$ cat src/rtl/wb_arb2_pl.sv
// Two-master pipelined Wishbone arbiter with outstanding-request limit and timeout abort.
// Ports: clk_i/rst_i; m0_*/m1_* master buses; s_* slave bus.
module wb_arb2_pl #(
    parameter int ADR_W   = 32,
    parameter int DAT_W   = 32,
    parameter int SEL_W   = 4,
    parameter int MAX_OUT = 15,
    parameter int TIMEOUT = 255
) (
    input  logic             clk_i,
    input  logic             rst_i,
    input  logic [ADR_W-1:0] m0_adr_i,
    input  logic [DAT_W-1:0] m0_dat_i,
    input  logic [SEL_W-1:0] m0_sel_i,
    input  logic             m0_cyc_i,
    input  logic             m0_stb_i,
    input  logic             m0_we_i,
    output logic [DAT_W-1:0] m0_dat_o,
    output logic             m0_ack_o,
    output logic             m0_err_o,
    output logic             m0_stall_o,
    input  logic [ADR_W-1:0] m1_adr_i,
    input  logic [DAT_W-1:0] m1_dat_i,
    input  logic [SEL_W-1:0] m1_sel_i,
    input  logic             m1_cyc_i,
    input  logic             m1_stb_i,
    input  logic             m1_we_i,
    output logic [DAT_W-1:0] m1_dat_o,
    output logic             m1_ack_o,
    output logic             m1_err_o,
    output logic             m1_stall_o,
    output logic [ADR_W-1:0] s_adr_o,
    output logic [DAT_W-1:0] s_dat_o,
    output logic [SEL_W-1:0] s_sel_o,
    output logic             s_cyc_o,
    output logic             s_stb_o,
    output logic             s_we_o,
    input  logic [DAT_W-1:0] s_dat_i,
    input  logic             s_ack_i,
    input  logic             s_err_i,
    input  logic             s_stall_i
);

    localparam int CNT_W = $clog2(MAX_OUT + 1);
    localparam logic [CNT_W-1:0] CNT_MAX = CNT_W'(MAX_OUT);
    localparam logic [CNT_W-1:0] CNT_ONE = CNT_W'(1);
    localparam logic [15:0]      TO_LAST = 16'(TIMEOUT - 1);
    localparam logic [15:0]      TO_ONE  = 16'd1;

    typedef enum logic [1:0] {IDLE, GRANT0, GRANT1, DRAIN} state_t;

    state_t           r_state;
    logic             r_last_grant;
    logic             r_abort_m;
    logic             r_abort_err;
    logic [CNT_W-1:0] r_out_cnt;
    logic [15:0]      r_to_cnt;

    logic w_g0, w_g1, w_full, w_cyc, w_resp, w_acc, w_dec, w_to_hit;

    assign w_g0   = (r_state == GRANT0);
    assign w_g1   = (r_state == GRANT1);
    assign w_full = (r_out_cnt == CNT_MAX);
    assign w_cyc  = w_g1 ? m1_cyc_i : m0_cyc_i;
    assign w_resp = s_ack_i | s_err_i;
    assign w_acc  = s_stb_o & ~s_stall_i;
    // An ack with nothing outstanding is forwarded but must not underflow.
    assign w_dec  = w_resp & (r_out_cnt != '0);
    assign w_to_hit = (r_out_cnt != '0) & ~w_resp & (r_to_cnt == TO_LAST);

    always_comb begin
        s_adr_o    = '0;
        s_dat_o    = '0;
        s_sel_o    = '0;
        s_cyc_o    = 1'b0;
        s_stb_o    = 1'b0;
        s_we_o     = 1'b0;
        m0_dat_o   = '0;
        m0_ack_o   = 1'b0;
        m0_err_o   = 1'b0;
        m0_stall_o = 1'b1;
        m1_dat_o   = '0;
        m1_ack_o   = 1'b0;
        m1_err_o   = 1'b0;
        m1_stall_o = 1'b1;
        case (r_state)
            GRANT0: begin
                s_adr_o    = m0_adr_i;
                s_dat_o    = m0_dat_i;
                s_sel_o    = m0_sel_i;
                s_we_o     = m0_we_i;
                s_cyc_o    = m0_cyc_i;
                s_stb_o    = m0_stb_i & m0_cyc_i & ~w_full;
                m0_stall_o = s_stall_i | w_full;
                m0_ack_o   = s_ack_i;
                m0_err_o   = s_err_i;
                m0_dat_o   = s_dat_i;
            end
            GRANT1: begin
                s_adr_o    = m1_adr_i;
                s_dat_o    = m1_dat_i;
                s_sel_o    = m1_sel_i;
                s_we_o     = m1_we_i;
                s_cyc_o    = m1_cyc_i;
                s_stb_o    = m1_stb_i & m1_cyc_i & ~w_full;
                m1_stall_o = s_stall_i | w_full;
                m1_ack_o   = s_ack_i;
                m1_err_o   = s_err_i;
                m1_dat_o   = s_dat_i;
            end
            DRAIN: begin
                // Abort error is a one-cycle pulse to the master that timed out.
                m0_err_o = r_abort_err & ~r_abort_m;
                m1_err_o = r_abort_err &  r_abort_m;
            end
            default: ;
        endcase
    end

    always_ff @(posedge clk_i) begin
        if (rst_i) begin
            r_state      <= IDLE;
            r_last_grant <= 1'b1;
            r_abort_m    <= 1'b0;
            r_abort_err  <= 1'b0;
            r_out_cnt    <= '0;
            r_to_cnt     <= '0;
        end else begin
            r_abort_err <= 1'b0;
            case (r_state)
                IDLE: begin
                    r_out_cnt <= '0;
                    r_to_cnt  <= '0;
                    if (m0_cyc_i && m1_cyc_i)
                        r_state <= r_last_grant ? GRANT0 : GRANT1;
                    else if (m0_cyc_i)
                        r_state <= GRANT0;
                    else if (m1_cyc_i)
                        r_state <= GRANT1;
                end
                GRANT0, GRANT1: begin
                    if (!w_cyc) begin
                        r_state      <= IDLE;
                        r_last_grant <= w_g1;
                        r_out_cnt    <= '0;
                        r_to_cnt     <= '0;
                    end else if (w_to_hit) begin
                        r_state     <= DRAIN;
                        r_abort_m   <= w_g1;
                        r_abort_err <= 1'b1;
                        r_out_cnt   <= '0;
                        r_to_cnt    <= '0;
                    end else begin
                        if (w_acc && !w_dec)
                            r_out_cnt <= r_out_cnt + CNT_ONE;
                        else if (!w_acc && w_dec)
                            r_out_cnt <= r_out_cnt - CNT_ONE;
                        if (r_out_cnt == '0 || w_resp)
                            r_to_cnt <= '0;
                        else
                            r_to_cnt <= r_to_cnt + TO_ONE;
                    end
                end
                DRAIN: begin
                    if (!(r_abort_m ? m1_cyc_i : m0_cyc_i)) begin
                        r_state      <= IDLE;
                        r_last_grant <= r_abort_m;
                    end
                end
                default: r_state <= IDLE;
            endcase
        end
    end

endmodule

$ cat config.mk
export PLATFORM = sky130hd
export DESIGN_NAME = wb_arb2_pl
export DESIGN_NICKNAME = d
export VERILOG_FILES = /design/src/rtl/wb_arb2_pl.sv
export SDC_FILE = /design/constraint.sdc
export NUM_CORES = 1
export LEC_CHECK = 0
export CAP_MARGIN = 15
export CORE_AREA = 4 4 123 125
export DETAILED_ROUTE_END_ITERATION = 12
export DIE_AREA = 0 0 127 129
export SYNTH_ARGS = -nofsm -noshare
export SYNTH_HDL_FRONTEND = slang
export SYNTH_SLANG_ARGS = --single-unit
$ cat constraint.sdc
create_clock -name clk_i -period 3.9 [get_ports clk_i]
set_input_delay 1.17 -clock clk_i [delete_from_list [all_inputs] [get_ports clk_i]]
set_output_delay 1.17 -clock clk_i [all_outputs]
set_load 0.02 [all_outputs]
==> impl_metrics.csv <==
group,metric,value,unit
outcome,status,"completed",
global_routing,grt_usage,0.228,
placement,place_congestion,0.896,
timing,final.setup.tns,0,ns
worst_hold_path,min_from,"r_to_cnt[7]",
routing,drt_first_iter_violations,445,
synthesis,synth_enable_flop_cells,0,
timing,min_period,3.79,ns
synthesis,syn_area,0.00309,mm2
global_routing,antenna_found_initial,2,
critical_path,cpMostUsedCell,"clkdlybuf4s50_1",
placement,place_ws,-0.188,ns
critical_path,critPathRequiredTime,2.73,ns
placement,port_buffers,319,
cts,clock-root-buffer,"clkbuf_16",
critical_path,crit_path_top_delay_cell,"clkdlybuf4s50_1",
global_routing,grt_max_degree,68,
floorplan,initial_core_util,0.223,
critical_path,worstPathBufferInverterCount,2,
critical_path,critPathKind,"in -> out",
power_and_ir_drop,power.total,0.00361,W
timing,hold_viol_final,0,
cts,post_cts_buffers,0,
routing,drc_errors,0,
timing,maxSlewViolCount,0,
final_layout,instances_no_fill,911,
floorplan,io-pin-count,320,
routing,wl,20300,um
timing,max-slew-margin-rel,0.635,
cts,path_clk_slew,0.07,ns
power_and_ir_drop,leakage,2.49,nW
floorplan,coreArea,0.0139,mm2
synthesis,synthFlopType,"dfxtp_1",
critical_path,critical_path.max_stage_delay,0.72,ns
final_layout,drive_gt1_frac,0.0807,
cts,clock_sinks,25,
critical_path,path_delay_family,"buffers and inverters",
global_routing,grt_pass1_vias,4343,
synthesis,synth.avg_cell_area,7.28,um2
floorplan,fp.dieH,129,um
synthesis,ys_seq_area_frac,0.162,
final_layout,nets,923,
synthesis,synthArstFlopShare,0,
cts,htree_levels,1,
timing,setup_viol,0,
critical_path,worstSetupStartpointType,"input port",
synthesis,synthCells,425,
routing,vias_per_cell,4.86,
global_routing,grt-ovfl-total,0,
timing,finalCritPeriodShare,0.971,
synthesis,syn_nets,616,
run,maxCapViolCount,0,
placement,dpl.hpwl,17000,um
global_routing,grt_pass1_wl,28300,um
floorplan,die_w,127,um
power_and_ir_drop,p_per_area,523,mW/mm2
floorplan,rows,43,
floorplan,die-area,0.0164,mm2
timing,worst_slack,0.113,ns
cts,clockBufferDepth,2,
routing,wl_per_cell,22.3,um
timing,rsz0062_at_grt,"no",
power_and_ir_drop,peakVddDrop,326,uV
critical_path,cp-end-kind,"output port",
worst_hold_path,hold_path.class,"reg -> reg",
critical_path,arrival,2.62,ns
routing,via_count,4425,
cts,clk-insertion-delay-late,0.27,ns
timing,tightest_slew,0.548,ns
synthesis,ys_warn_count,0,
critical_path,path_cells,"clkdlybuf4s50_1 > a22oi_1 > nor2b_1 > clkdlybuf4s50_1",
final_layout,antennaDiodeCount,0,
routing,dr.pass1.iters,5,
routing,ant_nets,0,
critical_path,startpoint,"m1_dat_i[27]",
critical_path,path_max_fanout,1,
synthesis,ys_types,47,
placement,post-place-cells,907,
timing,fin_skew,0.00250,ns
timing,clock.fmax,264,MHz
final_layout,syn_to_final_growth,123,%
cts,cts_tree,"done",
final_layout,fillerInstances,1319,
final_layout,final_core_util,0.497,
synthesis,synth-seq-cells,25,
cts,numCtsBuffers,3,
critical_path,r2r-start,"r_state[0]",
-- cell usage after synthesis, types with 6 or more instances --
| cell | n | area share |
|---|---|---|
| inv_1 | 8 | 0.0097 |
| nand4_1 | 7 | 0.014 |
| and2_1 | 67 | 0.14 |
| o21ai_0 | 12 | 0.019 |
| a21oi_1 | 9 | 0.015 |
| a32o_1 | 6 | 0.019 |
| clkbuf_1 | 29 | 0.035 |
| nand2_1 | 9 | 0.011 |
| dfxtp_1 | 25 | 0.16 |
| a22oi_1 | 71 | 0.17 |
| nor2_1 | 17 | 0.021 |
| ha_1 | 11 | 0.044 |
| nor3_1 | 11 | 0.018 |
| buf_1 | 6 | 0.0073 |
| nand3_1 | 8 | 0.013 |
| nor2b_1 | 72 | 0.15 |
| xor2_1 | 6 | 0.017 |
| and3_1 | 6 | 0.012 |
-- registers in the layout, summed over array words and instances (netlist names) --
register / flops
r_to_cnt: 16
r_state: 2
r_out_cnt: 4
r_abort_m: 1
r_last_grant: 1
r_abort_err: 1
-- routing by layer --
metal  global-route usage  up-vias  part of all wire
li1                     -     2130                 -
met4               0.0366        4             0.010
met2                0.337      226              0.43
met1                0.315     2049              0.43
met3               0.0946       16              0.12
met5                    0        -            0.0011
-- cells by family (layout without fill, tap and decap cells) --
logic type / count (synthesis) / after routing / synth area share
AND/OR/NAND/NOR: 218 / 218 / 0.428
AO/OA/AOI/OAI: 111 / 111 / 0.262
buffers and inverters: 47 / 353 / 0.0611
flip-flops: 25 / 25 / 0.162
adder cells (fa/ha/maj): 12 / 12 / 0.0509
XOR/XNOR: 7 / 7 / 0.0198
multiplexers: 5 / 5 / 0.0170
-- metrics by stage --
stage	hold slack (ns)	area (um2)
after floorplan	0.442	3090
after global placement	0.457	6820
after detailed placement	0.479	6820
after CTS	0.493	6900
after global routing	0.521	6900
final	0.498	6900
-- report_power, final --
part	internal [W]	switching [W]
clock	0.000140	0.000104
sequential	0.000270	0.0000201
combinational	0.00150	0.00158
-- layout make-up --
| type | instances | area [um2] | share of cell area |
|---|---|---|---|
| multi-input cells | 353 | 2420 | 0.351 |
| well taps | 180 | 225 | 0.0326 |
| flip-flops and latches | 25 | 500 | 0.0725 |
| inverters | 9 | 33.8 | 0.00489 |
| clock inverters | 1 | 7.51 | 0.00109 |
| clock buffers | 3 | 75.1 | 0.0109 |
| repair buffers | 340 | 3640 | 0.527 |
-- worst paths after layout --
kind,end,cells after the start,slack (ns)
max,s_dat_o[27],4,0.11
min,r_to_cnt[7],2,0.50
max reg2reg,r_out_cnt[3],14,0.95
min reg2reg,r_to_cnt[7],2,0.50
-- placed cells by master, fill, tap and decap left out, types with 4 or more instances in the layout --
cell               n
clkdlybuf4s50_1  292
nand2_1            9
nand3_1            8
a22oi_1           71
or3_1              4
buf_4             17
dfxtp_1           25
o21ai_0           12
a21oi_1            9
a21o_1             5
nor2b_1           72
and2_1            67
a32o_1             6
nor2_1            17
xor2_1             6
nand4_1            7
ha_1               8
and3_1             6
inv_1              8
nor3_1            11
and4_1             4
buf_12            28
-- what timing repair did --
item / in CTS / in global routing
endpoints found under the setup margin: 2 / 2
gates resized for setup: 2 / 3
hold buffers: 0 / 0
cloned: 0 / 0
-- worst reg2reg max path: stages, from the launching register on --
cell	delay [ns]
dfxtp_1	0.46
inv_1	0.13
ha_2	0.31
nor2_1	0.14
a31oi_1	0.08
buf_4	0.18
nor3_1	0.19
ha_1	0.25
inv_1	0.08
ha_1	0.28
a21o_1	0.18
a21oi_1	0.18
xnor2_1	0.16
nand4bb_1	0.16
nand3_1	0.08
No activity file was read; power rests on OpenSTA's default activity.
